===== src/rtl/wishbone_pkg.sv =====
// Shared types and widths for the Wishbone interconnect blocks.
package wishbone_pkg;
  localparam int DATA_W = 32;
  localparam int SEL_W  = 4;

  typedef enum logic {IDLE, BUSY} wb_arb_state_t;
endpackage


===== src/rtl/wishbone_arbiter_rr_picker.sv =====
// Combinational round-robin picker: first set request at or after 'start', with wrap.
module rr_picker
  import wishbone_pkg::*;
#(
  parameter int N  = 2,
  parameter int IW = (N > 1) ? $clog2(N) : 1
) (
  input  logic [N-1:0]  req,
  input  logic [IW-1:0] start,
  output logic [N-1:0]  pick,
  output logic          found
);

  // Walk distances from 'start' outward; the first hit wins.
  always_comb begin
    pick  = '0;
    found = 1'b0;
    for (int d = 0; d < N; d++) begin
      for (int j = 0; j < N; j++) begin
        if (!found && req[j] && (j == ((int'(start) + d) % N))) begin
          pick[j] = 1'b1;
          found   = 1'b1;
        end
      end
    end
  end

endmodule


===== src/rtl/wishbone_arbiter.sv =====
// Round-robin arbiter sharing one Wishbone slave bus among N_MASTER masters,
// with a stall watchdog that answers a silent slave with err.
module wishbone_arbiter
  import wishbone_pkg::*;
#(
  parameter int N_MASTER = 2,
  parameter int TAGSIZE  = 2,
  parameter int TIMEOUT  = 255
) (
  input  logic                         clk_i,
  input  logic                         rstn_i,
  input  logic [N_MASTER-1:0]          m_cyc_i,
  input  logic [N_MASTER-1:0]          m_stb_i,
  input  logic [N_MASTER-1:0]          m_we_i,
  input  logic [N_MASTER-1:0]          m_lock_i,
  input  logic [N_MASTER*DATA_W-1:0]   m_adr_i,
  input  logic [N_MASTER*DATA_W-1:0]   m_dat_i,
  input  logic [N_MASTER*SEL_W-1:0]    m_sel_i,
  input  logic [N_MASTER*TAGSIZE-1:0]  m_tga_i,
  input  logic [N_MASTER*TAGSIZE-1:0]  m_tgd_i,
  input  logic [N_MASTER*TAGSIZE-1:0]  m_tgc_i,
  output logic [DATA_W-1:0]            m_dat_o,
  output logic [TAGSIZE-1:0]           m_tgd_o,
  output logic [N_MASTER-1:0]          m_ack_o,
  output logic [N_MASTER-1:0]          m_err_o,
  output logic [N_MASTER-1:0]          m_rty_o,
  output logic [N_MASTER-1:0]          m_gnt_o,
  output logic                         s_cyc_o,
  output logic                         s_stb_o,
  output logic                         s_we_o,
  output logic                         s_lock_o,
  output logic [DATA_W-1:0]            s_adr_o,
  output logic [DATA_W-1:0]            s_dat_o,
  output logic [SEL_W-1:0]             s_sel_o,
  output logic [TAGSIZE-1:0]           s_tga_o,
  output logic [TAGSIZE-1:0]           s_tgd_o,
  output logic [TAGSIZE-1:0]           s_tgc_o,
  input  logic [DATA_W-1:0]            s_dat_i,
  input  logic [TAGSIZE-1:0]           s_tgd_i,
  input  logic                         s_ack_i,
  input  logic                         s_err_i,
  input  logic                         s_rty_i
);

  localparam int IW   = $clog2(N_MASTER);
  localparam int WD_W = (TIMEOUT > 0) ? $clog2(TIMEOUT + 1) : 1;

  wb_arb_state_t       state_q, state_d;
  logic [N_MASTER-1:0] gnt_q, gnt_d;
  logic [IW-1:0]       last_q, last_d;
  logic [WD_W-1:0]     wd_q, wd_d;

  logic [N_MASTER-1:0] pick_req, pick;
  logic                pick_found;
  logic [IW-1:0]       pick_idx, start_idx;
  logic                stb_g, cyc_g, lock_g, wd_fire, slv_resp;

  // The current owner is excluded from the search so a releasing master
  // never re-wins its own handover.
  assign pick_req  = (state_q == BUSY) ? (m_cyc_i & ~gnt_q) : m_cyc_i;
  assign start_idx = (last_q == IW'(N_MASTER - 1)) ? '0 : last_q + 1'b1;
  assign slv_resp  = s_ack_i | s_err_i | s_rty_i;
  assign m_gnt_o   = gnt_q;

  rr_picker #(
    .N  (N_MASTER),
    .IW (IW)
  ) u_picker (
    .req   (pick_req),
    .start (start_idx),
    .pick  (pick),
    .found (pick_found)
  );

  always_comb begin
    pick_idx = '0;
    for (int k = 0; k < N_MASTER; k++) begin
      if (pick[k]) pick_idx = IW'(k);
    end
  end

  always_comb begin
    state_d  = state_q;
    gnt_d    = gnt_q;
    last_d   = last_q;
    wd_d     = '0;
    wd_fire  = 1'b0;
    stb_g    = 1'b0;
    cyc_g    = 1'b0;
    lock_g   = 1'b0;
    s_cyc_o  = 1'b0;
    s_stb_o  = 1'b0;
    s_we_o   = 1'b0;
    s_lock_o = 1'b0;
    s_adr_o  = '0;
    s_dat_o  = '0;
    s_sel_o  = '0;
    s_tga_o  = '0;
    s_tgd_o  = '0;
    s_tgc_o  = '0;
    m_dat_o  = '0;
    m_tgd_o  = '0;
    m_ack_o  = '0;
    m_err_o  = '0;
    m_rty_o  = '0;

    case (state_q)
      IDLE: begin
        if (pick_found) begin
          gnt_d   = pick;
          last_d  = pick_idx;
          state_d = BUSY;
        end
      end

      BUSY: begin
        for (int k = 0; k < N_MASTER; k++) begin
          if (gnt_q[k]) begin
            cyc_g    = m_cyc_i[k];
            stb_g    = m_stb_i[k];
            lock_g   = m_lock_i[k];
            s_we_o   = m_we_i[k];
            s_adr_o  = m_adr_i[k*DATA_W +: DATA_W];
            s_dat_o  = m_dat_i[k*DATA_W +: DATA_W];
            s_sel_o  = m_sel_i[k*SEL_W +: SEL_W];
            s_tga_o  = m_tga_i[k*TAGSIZE +: TAGSIZE];
            s_tgd_o  = m_tgd_i[k*TAGSIZE +: TAGSIZE];
            s_tgc_o  = m_tgc_i[k*TAGSIZE +: TAGSIZE];
          end
        end
        wd_fire  = (TIMEOUT != 0) && (wd_q == WD_W'(TIMEOUT));
        s_cyc_o  = cyc_g;
        s_lock_o = lock_g;
        // A watchdog error suppresses the strobe and discards any slave answer.
        s_stb_o  = stb_g & ~wd_fire;
        m_dat_o  = s_dat_i;
        m_tgd_o  = s_tgd_i;
        m_ack_o  = gnt_q & {N_MASTER{s_ack_i & ~wd_fire}};
        m_err_o  = gnt_q & {N_MASTER{s_err_i | wd_fire}};
        m_rty_o  = gnt_q & {N_MASTER{s_rty_i & ~wd_fire}};

        if (!cyc_g && !lock_g) begin
          if (pick_found) begin
            gnt_d  = pick;
            last_d = pick_idx;
          end else begin
            gnt_d   = '0;
            state_d = IDLE;
          end
        end else if ((TIMEOUT != 0) && !wd_fire && stb_g && !slv_resp) begin
          wd_d = wd_q + 1'b1;
        end
      end

      default: begin
        gnt_d   = '0;
        state_d = IDLE;
      end
    endcase
  end

  always_ff @(posedge clk_i or negedge rstn_i) begin
    if (!rstn_i) begin
      state_q <= IDLE;
      gnt_q   <= '0;
      last_q  <= IW'(N_MASTER - 1);
      wd_q    <= '0;
    end else begin
      state_q <= state_d;
      gnt_q   <= gnt_d;
      last_q  <= last_d;
      wd_q    <= wd_d;
    end
  end

endmodule


===== config.mk =====
export PLATFORM = sky130hd
export DESIGN_NAME = wishbone_arbiter
export DESIGN_NICKNAME = d
export VERILOG_FILES = /design/src/rtl/wishbone_pkg.sv /design/src/rtl/wishbone_arbiter_rr_picker.sv /design/src/rtl/wishbone_arbiter.sv
export SDC_FILE = /design/constraint.sdc
export NUM_CORES = 1
export LEC_CHECK = 0
export CAP_MARGIN = 30
export CORE_AREA = 10 10 113 115
export CTS_CLUSTER_SIZE = 28
export DETAILED_ROUTE_END_ITERATION = 16
export DIE_AREA = 0 0 123 125
export PLACE_DENSITY = 0.63
export SLEW_MARGIN = 10
export SYNTH_ARGS = -nofsm -noshare
export SYNTH_HDL_FRONTEND = slang
export SYNTH_HIERARCHICAL = 1
export SYNTH_SLANG_ARGS = --single-unit

===== constraint.sdc =====
create_clock -name clk_i -period 1.8 [get_ports clk_i]
set_input_delay 0.27 -clock clk_i [delete_from_list [all_inputs] [get_ports clk_i]]
set_output_delay 0.27 -clock clk_i [all_outputs]
set_load 0.01 [all_outputs]

# After elaboration in Yosys (flattened, before gate mapping)
# Cells that the tools add are included.
# totals
reg_bits	12
inputBits	195
output_inout_bits	120
word_cells	106
# classes
addsub	3
n_eq_ne	4
n_mux	61
n_bitwise	14
n_reduce_logical	20
# ops
operator	n
32-bit two-way mux	7
32-bit zero test	2
2-bit two-way mux	17
1-bit two-way mux	28
8-bit two-way mux	3
4-bit two-way mux	3
1-bit logical AND	10
8-bit by 1-bit adder with 8-bit output (second input constant)	1
2-bit AND	4
8-bit == test (second input constant)	1
1-bit zero test	7
1-bit case mux with 2 select lines	2
2-bit case mux with 2 select lines	1
1-bit AND	3
1-bit bitwise OR	3
1-bit adder (second input constant)	2
2-bit == test (first input constant)	1
2-bit by 1-bit inequality test with 1-bit output (second input constant)	1
2-bit inequality test (second input constant)	1
1-bit inverter	2
2-bit inverter	1
2-bit AND reduction	1
1-bit AND (first input constant)	1

# Longest topological paths before layout
# Gate-level depths: netlist of the first run.
# logic_depth
word_depth	21
mapped_depth	7
depth_no_buf	6

# By module
# Netlist of the first run, hierarchy kept.
# modules_own_cells
module	n_inst	cells_each	area_per_inst_um2	seq_area_each_um2
wishbone_arbiter	1	198	1590.3	301.5
rr_picker	1	4	25.0	0.0

# Worst setup path before layout of the first run
# No wires, ideal clock.
# synth_path
path_kind	flip-flop to output port
from	register gnt_q[1], in the netlist m_gnt_o[1]
to	output s_adr_o[18]
arrival_ps	1455
required_ps	1530
path_slack_ps	75
path_stages_with_launch	6
n_path_buf	3
path_cell_list	dfrtp_1 -> and2_1 -> clkbuf_1 -> buf_2 -> buf_1 -> a22o_1
# synth_between
elab_chain_len	2
# synth_lines
item	line_no	source
start: declaration	wishbone_arbiter.sv:49	logic [N_MASTER-1:0] gnt_q, gnt_d;
start signal: assignment	wishbone_arbiter.sv:170	gnt_q <= gnt_d;
32-bit two-way mux	wishbone_arbiter.sv:118	if (gnt_q[k]) begin
32-bit two-way mux	wishbone_arbiter.sv:107	case (state_q)
end: declaration	wishbone_arbiter.sv:32	output logic [DATA_W-1:0] s_adr_o,
# No other way between the ends.

# Worst setup path in the final report of the first run
# layout_path
from	register state_q
to	output s_tgd_o[0]
# layout_between
elab_chain_len	1
# layout_lines
item	line_no	source
start: declaration	wishbone_arbiter.sv:48	wb_arb_state_t state_q, state_d;
start signal: assignment	wishbone_arbiter.sv:169	state_q <= state_d;
2-bit two-way mux	wishbone_arbiter.sv:107	
end: declaration	wishbone_arbiter.sv:36	output logic [TAGSIZE-1:0] s_tgd_o,
# No other way between the ends.

==> results.md, run 1 <==
- Status: finished, violations left
- Violated checks: setup timing
- Via count: 3,180
- YS warnings: 6
- DRC Markers: 0
- Max Clock Freq: about 520 MHz
- Vias in the first global route: about 3,200
- Reg2Reg Setup Slack: -0.06 ns
- Clock tree sinks: 12
- Post-Syn Area: between 1500 and 2000 um2
- Starting density of the core: 15.23%
- Post-Synthesis Net Count: 398
- NetSw: roughly 2500 uW
- Slew headroom: ~62%
- First-pass GRT wire length: 23.34 mm
- Num ports: roughly 320
- Final Max Tran Viols: 0
- Root buf cell: clkbuf_8
- Worst r2r src: state_q
- Hold Fails Final Rpt: 0
- Register area share after synthesis: 18.67%
- Final nets: ~750
- Synth cell types: 28
- Pwr Density: ~1100 nW/um2
- Post-CTS Hold Buffers: 0
- Worst r2r path cells: 9
- Reg clk slew, reported paths: about 0.05 ns
- Largest net degree at the start of global routing: 37
- Vias per cell: 4.556
- Internal Power: between 3000 and 4000 uW
- RSZ-0062 raised after global routing: yes
- Crit path kind: register to output port
- CP cell instances: nand2_2 > nor2_4 > buf_4 > buf_12 > buf_12 > buf_8 > a22o_1 > buf_2
- H-tree depth: 1
- Pre-Repair DR Iteration Count: 4
- Area of the die: roughly 15,000 um2
- Mean post-synth cell area: 7.997 um2
- Setup crit end kind: output port
- CP most frequent cell: buf_12
- Clk_skew: 0.003191 ns
- Reg-to-reg critical path endpoint: m_gnt_o[1]
- Setup violations, final: 43
- Post-synth top area share: about two fifths
- Non-filler instance count after layout: ~700
- Die height: roughly 130 um
- HPWL after DPL: 13.80 mm
- Worst-Skew Late Latency: roughly 0.24 ns
- Clock power frac: 4.2%
- Gr usage total: slightly below 20%
- CTS tree: built
- Grt total ovfl: 0
- Lkg Pwr: 0.002457 uW
- Die X: between 100 and 150 um
- Largest stage delay, worst path: between 0.4 and 0.5 ns
- Port Buffers: between 300 and 400
- Slowest cell on crit path: dfrtp_2
- DP Cell Count: approximately 660
- Min-delay worst type: primary input to async pin
- Core area: around 11,000 um2
- CTS Buf Count: 3
- Share of layout cells above drive strength 1: 28.42%
- Initial antenna violation count: 1
- Reg power frac: 5.8%
- Final setup margin: -0.1173 ns
- PnR Total Power: approximately 6000 uW
- RD Place Congestion: 0.8596
- Core Rows: 38
- Worst slew pin tran: ~0.56 ns
- DRT antenna net count: 0
- Post-synthesis register bit count: 12
- Top post-synthesis cells by area: a22o_1, dfrtp_1, and2_1
- Final Routed Wirelength: ~17 mm
- Core Util, Final: a little over half
- DRT iter0 DRCs: 186
- Yosys top cell by area: a22o_1
- MaxCap Viol Count: 0
- CP required: approximately 1.5 ns
- Area Growth Syn to Fin: 243.3%
- Crit-path max FO: 10
- Combinational Power Share: 90.0%
- Startpoint Class: register
- Post-layout min period: about 1.9 ns
- Switching Fraction: around two fifths
- Worst vdd rail ir drop: 0.7470 mV
- Worst path arrival time: 1.65 ns
- Synthesized instance count: approximately 200
- Maximum clock insertion buffer count: 2
- Wire length per cell: 24.56 um
- Fin crit share: 106.5%
[cell families after synthesis]
logic type | after synthesis | synth area share (%)
adder cells (fa/ha/maj) | 1 | 0.7745
flip-flops | 12 | 18.67
XOR/XNOR | 6 | 3.253
multiplexers | 1 | 0.6971
AO/OA/AOI/OAI | 84 | 45.39
AND/OR/NAND/NOR | 74 | 25.48
buffers and inverters | 24 | 5.732
[layout by cell type, fill, tap and decap left out, types with 5 or more instances in the layout]
master and instances:
buf_4 24, buf_2 35, buf_6 47, clkbuf_2 6, and2_1 34, nand2_1 5
clkdlybuf4s50_1 196, dfrtp_1 10, buf_16 5, nor2_1 15, a22o_1 77, clkdlybuf4s15_2 8
clkdlybuf4s15_1 38, xor2_1 5
[flip-flops by register name, indices dropped and copies added (netlist names)]
| register | count |
|---|---|
| wd_q | 8 |
| m_gnt_o | 2 |
| last_q | 1 |
| state_q | 1 |
[metal layers]
metal | vias to the layer above | part of all wire [%] | track usage (%)
met5 | - | 0 | 0
met4 | 0 | 1.4 | 3.427
met3 | 10 | 8.8 | 5.401
met2 | 170 | 53 | 36.94
met1 | 1514 | 37 | 22.03
li1 | 1486 | - | -
[worst max path at each step]
stage | start | endpoint | slack [ns] | cells past startpoint
finish | state_q | s_tgd_o[0] | -0.12 | 8
global route | state_q | s_dat_o[16] | -0.16 | 8
CTS | state_q | s_adr_o[30] | -0.16 | 7
detailed placement | state_q | s_adr_o[30] | -0.15 | 6
global placement | m_stb_i[0] | s_stb_o | -0.17 | 5
floorplan | m_gnt_o[1] | s_adr_o[18] | 0.08 | 5
[synth_stat cells (all sizes together)]
library cell / instances
a22o: 77
and2: 37
nor2: 17
buf: 12
dfrtp: 11
clkbuf: 9
nand2: 7
xor2: 5
inv: 3
nand3: 3
a21boi: 2
a32o: 2
and3: 2
nand4: 2
or3: 2
a41oi: 1
and2b: 1
and4: 1
dfstp: 1
ha: 1
mux2: 1
nor3b: 1
o2111ai: 1
o21ai: 1
or2: 1
xnor2: 1
[final cells by class]
cell class | instances | area [um2]
antenna | 2 | 5.005
clock buffer | 4 | 45.04
fill | 1013 | 5057
inverter | 3 | 11.26
multi-input combinational | 166 | 1297
sequential | 12 | 302.8
tap | 140 | 175.2
timing repair buffer | 371 | 3709
[metrics by stage]
step	setup slack (ns)	hold slack, ns	TNS, ns	instance area, um2
floorplan	0.07530	-0.02559	0	1615
finish	-0.1173	0.3907	-2.226	5545
global route	-0.1566	0.4245	-4.991	5543
global placement	-0.1657	0.5338	-4.479	5101
detailed placement	-0.1465	0.5427	-6.072	5101
CTS	-0.1578	0.4104	-2.759	5303
[power by group through the flow]
stage	clock [uW]	combinational [uW]	sequential [uW]
floorplan	0	1850	368
global placement	0	4790	348
detailed placement	0	4800	352
CTS	262	5140	352
global route	267	5820	362
finish	258	5550	356
[what timing repair did]
| item | CTS | global route |
|---|---|---|
| pin swaps | 14 | 18 |
| buffers inserted | 18 | 5 |
| setup endpoints to repair | 130 | 91 |
| resized for setup | 394 | 83 |
| cloned | 5 | 4 |
[worst max-delay path: cells and delay by family, from the launching register on]
kind / cells / cell delay (ns)
buffers and inverters: 5 / 0.65
DFF: 1 / 0.43
AOI/OAI and AO/OA: 1 / 0.18
and+or+nand+nor: 2 / 0.15
(Power assumes the default switching activity.)
==> run 2: changes to the inputs <==
--- a/config.mk
+++ b/config.mk
@@ -6,11 +6,12 @@
 export NUM_CORES = 1
 export LEC_CHECK = 0
 export CAP_MARGIN = 30
-export CORE_AREA = 10 10 113 115
+export CORE_AREA = 10 10 115 117
 export CTS_CLUSTER_SIZE = 28
 export DETAILED_ROUTE_END_ITERATION = 16
-export DIE_AREA = 0 0 123 125
-export PLACE_DENSITY = 0.63
+export DIE_AREA = 0 0 125 127
+export DONT_BUFFER_PORTS = 1
+export PLACE_DENSITY = 0.3
 export SLEW_MARGIN = 10
 export SYNTH_ARGS = -nofsm -noshare
 export SYNTH_HDL_FRONTEND = slang
==> constraint.sdc (replaced) <==
create_clock -name clk_i -period 2 [get_ports clk_i]
set_input_delay 0.3 -clock clk_i [delete_from_list [all_inputs] [get_ports clk_i]]
set_output_delay 0.3 -clock clk_i [all_outputs]
set_load 0.01 [all_outputs]
==> run 2 against run 1 <==
The run now ends clean. Hold slack gained 0.039 ns. Clock skew about the same. Flip-flop and latch count unchanged. Clock power increased by 60%.
==> results.md, run 2 (synthesized netlist as in run 1, its figures left out) <==
- Status: finished, final reports clean (was finished, violations left)
- DP Cell Count: 335 (was 662)
- Fin Setup TNS: 0 ns (was -2.226 ns)
- Die height: 127 um (was 125 um)
- Pwr Density: 1559 nW/um2 (was 1112 nW/um2)
- Most frequent cells in the layout: a22o_1, and2_1, nor2_1, dfrtp_1, buf_4 (was clkdlybuf4s50_1, a22o_1, buf_6, clkdlybuf4s15_1, buf_2)
- Hold wc startpoint: s_rty_i
- Fin area: 1981 um2 (was 5545 um2)
- Hold Fails Final Rpt: 0 (unchanged)
- WHS Endpoint: wd_q[1]
- Post-CTS setup buffers: 0 (was 18)
- CTS tree: built (unchanged)
- Worst slew pin tran: 0.6084 ns (was 0.5640 ns)
- Non-filler instance count after layout: 342 (was 698)
- Maximum clock insertion buffer count: 2 (unchanged)
- DRT antenna net count: 0 (unchanged)
- Worst path arrival time: 1.59 ns (was 1.65 ns)
- Worst r2r src: m_gnt_o[1] (was state_q)
- Share of layout cells above drive strength 1: 12.56% (was 28.42%)
- Core Rows: 39 (was 38)
- CP cell instances: and2_2 > buf_12 > a22o_1 > buf_4 (was nand2_2 > nor2_4 > buf_4 > buf_12 > buf_12 > buf_8 > a22o_1 > buf_2)
- Vias in the first global route: 1,794 (was 3,163)
- Max Clock Freq: 528.5 MHz
- Final nets: 396 (was 753)
- Max reg flops: 8 (unchanged)
- DRT iter0 DRCs: 104 (was 186)
- Area of the die: 15,880 um2 (was 15,380 um2)
- Final Max Tran Viols: 0 (unchanged)
- Area Growth Syn to Fin: 22.62% (was 243.3%)
- CTS Buf Count: 3 (unchanged)
- Die X: 125 um (was 123 um)
- Worst r2r path cells: 4 (was 9)
- Most flops, register: wd_q (unchanged)
- Fin crit share: 94.60%
- RD Place Congestion: 0.8010 (was 0.8596)
- Via count: 1,807 (was 3,180)
- Clock tree sinks: 12 (unchanged)
- Starting density of the core: 14.52% (was 15.23%)
- Core area: 11,130 um2 (was 10,600 um2)
- Seq. cell area: 301.5 um2 (was 302.8 um2)
- Reg2Reg Setup Slack: 0.24 ns (was -0.06 ns)
- Antenna cells: 0 (was 2)
- Largest stage delay, worst path: 0.45 ns (was 0.43 ns)
- Instance area at placement: 1829 um2 (was 5101 um2)
- Area of the multi-input gates: 1232 um2 (was 1297 um2)
- MaxCap Viol Count: 0 (unchanged)
- Setup crit end kind: output port (unchanged)
- Vias per cell: 5.284 (was 4.556)
- Slowest cell on crit path: dfrtp_1 (was dfrtp_2)
- Lkg Pwr: 0.0007876 uW (was 0.002457 uW)
- Root buf cell: clkbuf_16 (was clkbuf_8)
- Slew headroom: 59.31% (was 62.28%)
- Final Routed Wirelength: 12.21 mm (was 17.14 mm)
- Initial antenna violation count: 0 (was 1)
- First-pass GRT wire length: 15.90 mm (was 23.34 mm)
- Pre-Repair DR Iteration Count: 4 (unchanged)
- Post-layout min period: 1.892 ns
- Crit path kind: register to output port (unchanged)
- Port Buffers: 0 (was 314)
- Hold depth: 4
- Largest net degree at the start of global routing: 76 (was 37)
- Dpl ws: 0.2761 ns (was -0.1465 ns)
- Worst-Skew Late Latency: 0.24 ns (about the same)
- Final setup margin: 0.1080 ns (was -0.1173 ns)
- Worst vdd rail ir drop: 0.5844 mV (was 0.7470 mV)
- Grt total ovfl: 0 (unchanged)
- Reg clk slew, reported paths: 0.05 ns (about the same)
- Core Util, Final: 17.80% (was 52.30%)
- HPWL after DPL: 10.33 mm (was 13.80 mm)
- Num ports: 315 (unchanged)
- Min-delay worst type: primary input to register (was primary input to async pin)
- H-tree depth: 1 (unchanged)
- DRC Markers: 0 (unchanged)
- Crit-path max FO: 38 (was 10)
- Startpoint Class: register (unchanged)
- Clk_skew: 0.003090 ns (was 0.003191 ns)
- Setup violations, final: 0 (was 43)
- Most common cell after layout, fill and taps aside: a22o_1 (was clkdlybuf4s50_1)
- RSZ-0062 raised after global routing: no (was yes)
- Reg-to-reg critical path endpoint: m_gnt_o[0] (was m_gnt_o[1])
- Gr usage total: 12.92% (was 19.88%)
- Wire length per cell: 35.70 um (was 24.56 um)
- CP required: 1.70 ns (was 1.53 ns)
- FILL cells: 1,243 (was 1,013)
run 2: final cells by class:
type,count,share of cell area (%)
clock buffer,4,4.485
inverter,3,0.5685
multi-input combinational,166,62.22
sequential,12,15.22
tap,143,9.033
timing repair buffer,14,8.465
run 2: timing repair:
action	4_1_cts	5_1_grt
endpoints found under the hold margin	12	0
resized for setup	0	1
setup endpoints to repair	0	4
hold buffers	1	0
run 2: per-stage QoR:
stage	hold slack (ns)	total power [uW]
floorplan	0.004409	1997
global placement	0.005089	2563
detailed placement	0.005016	2573
CTS	0.4258	3010
global route	0.4408	3262
finish	0.4297	3087
run 2: how the worst max path moves through the flow:
stage                          start          end
after floorplan           m_gnt_o[1]  s_adr_o[18]
after global placement    m_gnt_o[1]   m_gnt_o[0]
after detailed placement  m_gnt_o[1]   m_gnt_o[0]
after CTS                    state_q   s_dat_o[7]
after global routing         state_q   s_dat_o[7]
final                     m_gnt_o[1]   s_dat_o[7]
run 2: routing by layer:
metal,GRT usage (%),up-vias,wire length (um),part of all wire (%)
met2,24.47,140,6811,56
met4,2.304,0,146,1.2
li1,-,766,-,-
met1,13.47,893,4084,33
met3,4.715,8,1165,9.5
met5,0,-,0,0
run 2: worst max-delay path: cells and delay by family, from the launching register on:
| family | cells | cell delay [ns] |
|---|---|---|
| AND/OR/NAND/NOR | 1 | 0.30 |
| AO/OA/AOI/OAI | 1 | 0.25 |
| flip-flops | 1 | 0.45 |
| buffers and inverters | 2 | 0.34 |
run 2: where the power goes:
group / internal, uW / leakage [uW] / switching, uW
Combinational: 850 / 0.000585 / 1500
Sequential: 287 / 0.000159 / 38.8
Clock: 302 / 0.0000442 / 110
Total: 1440 / 0.000788 / 1650
==> run 3: changes to the inputs <==
--- a/config.mk
+++ b/config.mk
@@ -5,13 +5,14 @@
 export SDC_FILE = /design/constraint.sdc
 export NUM_CORES = 1
 export LEC_CHECK = 0
-export CAP_MARGIN = 30
+export CAP_MARGIN = 20
 export CORE_AREA = 10 10 115 117
 export CTS_CLUSTER_SIZE = 28
 export DETAILED_ROUTE_END_ITERATION = 16
 export DIE_AREA = 0 0 125 127
 export DONT_BUFFER_PORTS = 1
 export PLACE_DENSITY = 0.3
+export SKIP_LAST_GASP = 1
 export SLEW_MARGIN = 10
 export SYNTH_ARGS = -nofsm -noshare
 export SYNTH_HDL_FRONTEND = slang
==> constraint.sdc (replaced) <==
create_clock -name clk_i -period 2.4 [get_ports clk_i]
set_input_delay 0.36 -clock clk_i [delete_from_list [all_inputs] [get_ports clk_i]]
set_output_delay 0.36 -clock clk_i [all_outputs]
set_load 0.01 [all_outputs]
==> run 3 against run 2 <==
Hold slack better by 0.042 ns. Highest routed layer unchanged. Critical path depth is 1 higher. Largest power group unchanged. Sequential power decreased by 8.6%. Die area stayed put. Clock power fell by 15%. Flip-flop and latch count did not move. First-iteration DRC count increased by 59%. Utilization decreased by 0.67 points. Non-clock buffer count down 5. Critical endpoint is now s_dat_o[13].
==> results.md, run 3 (synthesized netlist as in run 1, its figures left out) <==
- Startpoint Class: register (unchanged)
- Die X: 125 um (unchanged)
- Vias in the first global route: 1,694 (was 1,794)
- Post-layout min period: between 2 and 2.5 ns
- Pre-Repair DR Iteration Count: 4 (unchanged)
- Lkg Pwr: 0.0007505 uW (was 0.0007876 uW)
- Antenna cells: 0 (unchanged)
- Num ports: 315 (unchanged)
- Post-CTS setup buffers: 0 (unchanged)
- Worst slew pin tran: 0.5875 ns (was 0.6084 ns)
- Worst r2r path cells: 4 (unchanged)
- Setup violations, final: 0 (unchanged)
- H-tree depth: 1 (unchanged)
- Most frequent cells in the layout: a22o_1, and2_1, nor2_1, dfrtp_1, nand2_1 (was a22o_1, and2_1, nor2_1, dfrtp_1, buf_4)
- Hold Fails Final Rpt: 0 (unchanged)
- Crit path kind: register to output port (unchanged)
- Slowest cell on crit path: dfrtp_1 (unchanged)
- Root buf cell: clkbuf_16 (unchanged)
- Wire length per cell: 36.60 um (was 35.70 um)
- Clock tree sinks: 12 (unchanged)
- CTS tree: built (unchanged)
- Max reg flops: 8 (unchanged)
- CP top delay family: flip-flops (unchanged)
- Fin Setup TNS: 0 ns (unchanged)
- Gr usage total: 13.43% (was 12.92%)
- Largest net degree at the start of global routing: 76 (unchanged)
- DRT antenna net count: 0 (unchanged)
- Die height: 127 um (unchanged)
- CTS Buf Count: 3 (unchanged)
- Pwr Density: 1274 nW/um2 (was 1559 nW/um2)
- Min-delay worst type: primary input to register (unchanged)
- RSZ-0062 raised after global routing: no (unchanged)
- Core Rows: 39 (unchanged)
- Core Util, Final: 17.13% (was 17.80%)
- DRC Markers: 0 (unchanged)
- MaxCap Viol Count: 0 (unchanged)
- Final Routed Wirelength: 12.33 mm (was 12.21 mm)
- Status: finished, final reports clean (unchanged)
- Vias per cell: 5.418 (was 5.284)
- Final Max Tran Viols: 0 (unchanged)
- Largest stage delay, worst path: 0.50 ns (was 0.45 ns)
- Setup crit end kind: output port (unchanged)
- Final nets: 391 (was 396)
- PnR Total Power: 2429 uW (was 3087 uW)
- Via count: 1,826 (was 1,807)
- Crit-path max FO: 72 (was 38)
- Worst r2r src: m_gnt_o[1] (unchanged)
- Area of the die: 15,880 um2 (unchanged)
- Max Clock Freq: 451.2 MHz
- CP required: 2.04 ns (was 1.70 ns)
- WHS Endpoint: wd_q[1] (unchanged)
- Reg-to-reg critical path endpoint: last_q (was m_gnt_o[0])
- Worst vdd rail ir drop: 0.5379 mV (was 0.5844 mV)
- Reg2Reg Setup Slack: 0.49 ns (was 0.24 ns)
- Maximum clock insertion buffer count: 2 (unchanged)
- CP bufs+invs: 2 (unchanged)
- Most flops, register: wd_q (unchanged)
- RD Place Congestion: 0.8155 (was 0.8010)
- CP cell instances: nand2_1 > nor2_4 > buf_12 > a22o_1 > buf_4 (was and2_2 > buf_12 > a22o_1 > buf_4)
- Hold wc startpoint: s_rty_i (unchanged)
- HPWL after DPL: 10.85 mm (was 10.33 mm)
- Area Growth Syn to Fin: 17.97% (was 22.62%)
- Most common cell after layout, fill and taps aside: a22o_1 (unchanged)
- Port Buffers: 0 (unchanged)
- Initial antenna violation count: 0 (unchanged)
- # resized after CTS: 0 (unchanged)
- Slew headroom: 60.71% (was 59.31%)
- First-pass GRT wire length: 16.25 mm (was 15.90 mm)
- Grt total ovfl: 0 (unchanged)
- Starting density of the core: 14.52% (unchanged)
- Clk_skew: 0.002317 ns (was 0.003090 ns)
- Core area: 11,130 um2 (unchanged)
- DRT iter0 DRCs: 165 (was 104)
- Share of layout cells above drive strength 1: 9.794% (was 12.56%)
- Fin crit share: just over 90%
- Worst hold slack: 0.4722 ns (was 0.4297 ns)
- Reg clk slew, reported paths: 0.05 ns (about the same)
- Hold depth: 4 (unchanged)
- Worst path arrival time: 1.86 ns (was 1.59 ns)
- Worst-Skew Late Latency: 0.25 ns (was 0.24 ns)
run 3: layout make-up:
class / count / area (um2)
Clock buffer: 4 / 88.84
Fill cell: 1248 / 9220
Inverter: 3 / 11.26
Multi-Input combinational cell: 166 / 1230
Sequential cell: 12 / 301.5
Tap cell: 143 / 178.9
Timing Repair Buffer: 9 / 95.09
run 3: through the flow:
stage | instance area (um2) | setup slack, ns | cells
3_5_place_dp | 1807 | 0.4213 | 332
3_3_place_gp | 1807 | 0.4203 | 332
6_report | 1906 | 0.1836 | 337
5_1_grt | 1906 | 0.02848 | 337
2_1_floorplan | 1615 | 0.5853 | 202
4_1_cts | 1906 | 0.1476 | 337
run 3: how the worst max path moves through the flow:
stage                          start     endpoint  cells after the start
final                     m_gnt_o[0]  s_dat_o[13]                      5
after global routing      m_gnt_o[0]  s_dat_o[14]                      5
after CTS                 m_gnt_o[0]  s_dat_o[13]                      5
after detailed placement  m_gnt_o[0]  s_dat_o[13]                      5
after global placement    m_gnt_o[1]       last_q                      4
after floorplan           m_gnt_o[1]  s_adr_o[18]                      5
run 3: what timing repair did:
| action | in CTS | in global routing |
|---|---|---|
| setup endpoints to repair | 0 | 0 |
| hold endpoints to repair | 12 | 0 |
| hold buffers | 1 | 0 |
run 3: worst min-delay path, stage by stage:
cell and delay (ns):
nor2_1 0.03, o2111ai_1 0.08, buf_4 0.16, nor2_1 0.05
run 3: layer usage:
layer,wire length (um),vias up,track usage [%]
met2,6942,148,25.46
li1,-,761,-
met1,3860,909,13.50
met5,0,-,0
met4,79,0,1.762
met3,1452,8,6.121
run 3: power breakdown:
part	total, uW	switching [uW]	internal [uW]
logic	1780	1160	620
registers	298	59.5	238
clock network	351	98.5	253
total	2430	1320	1110
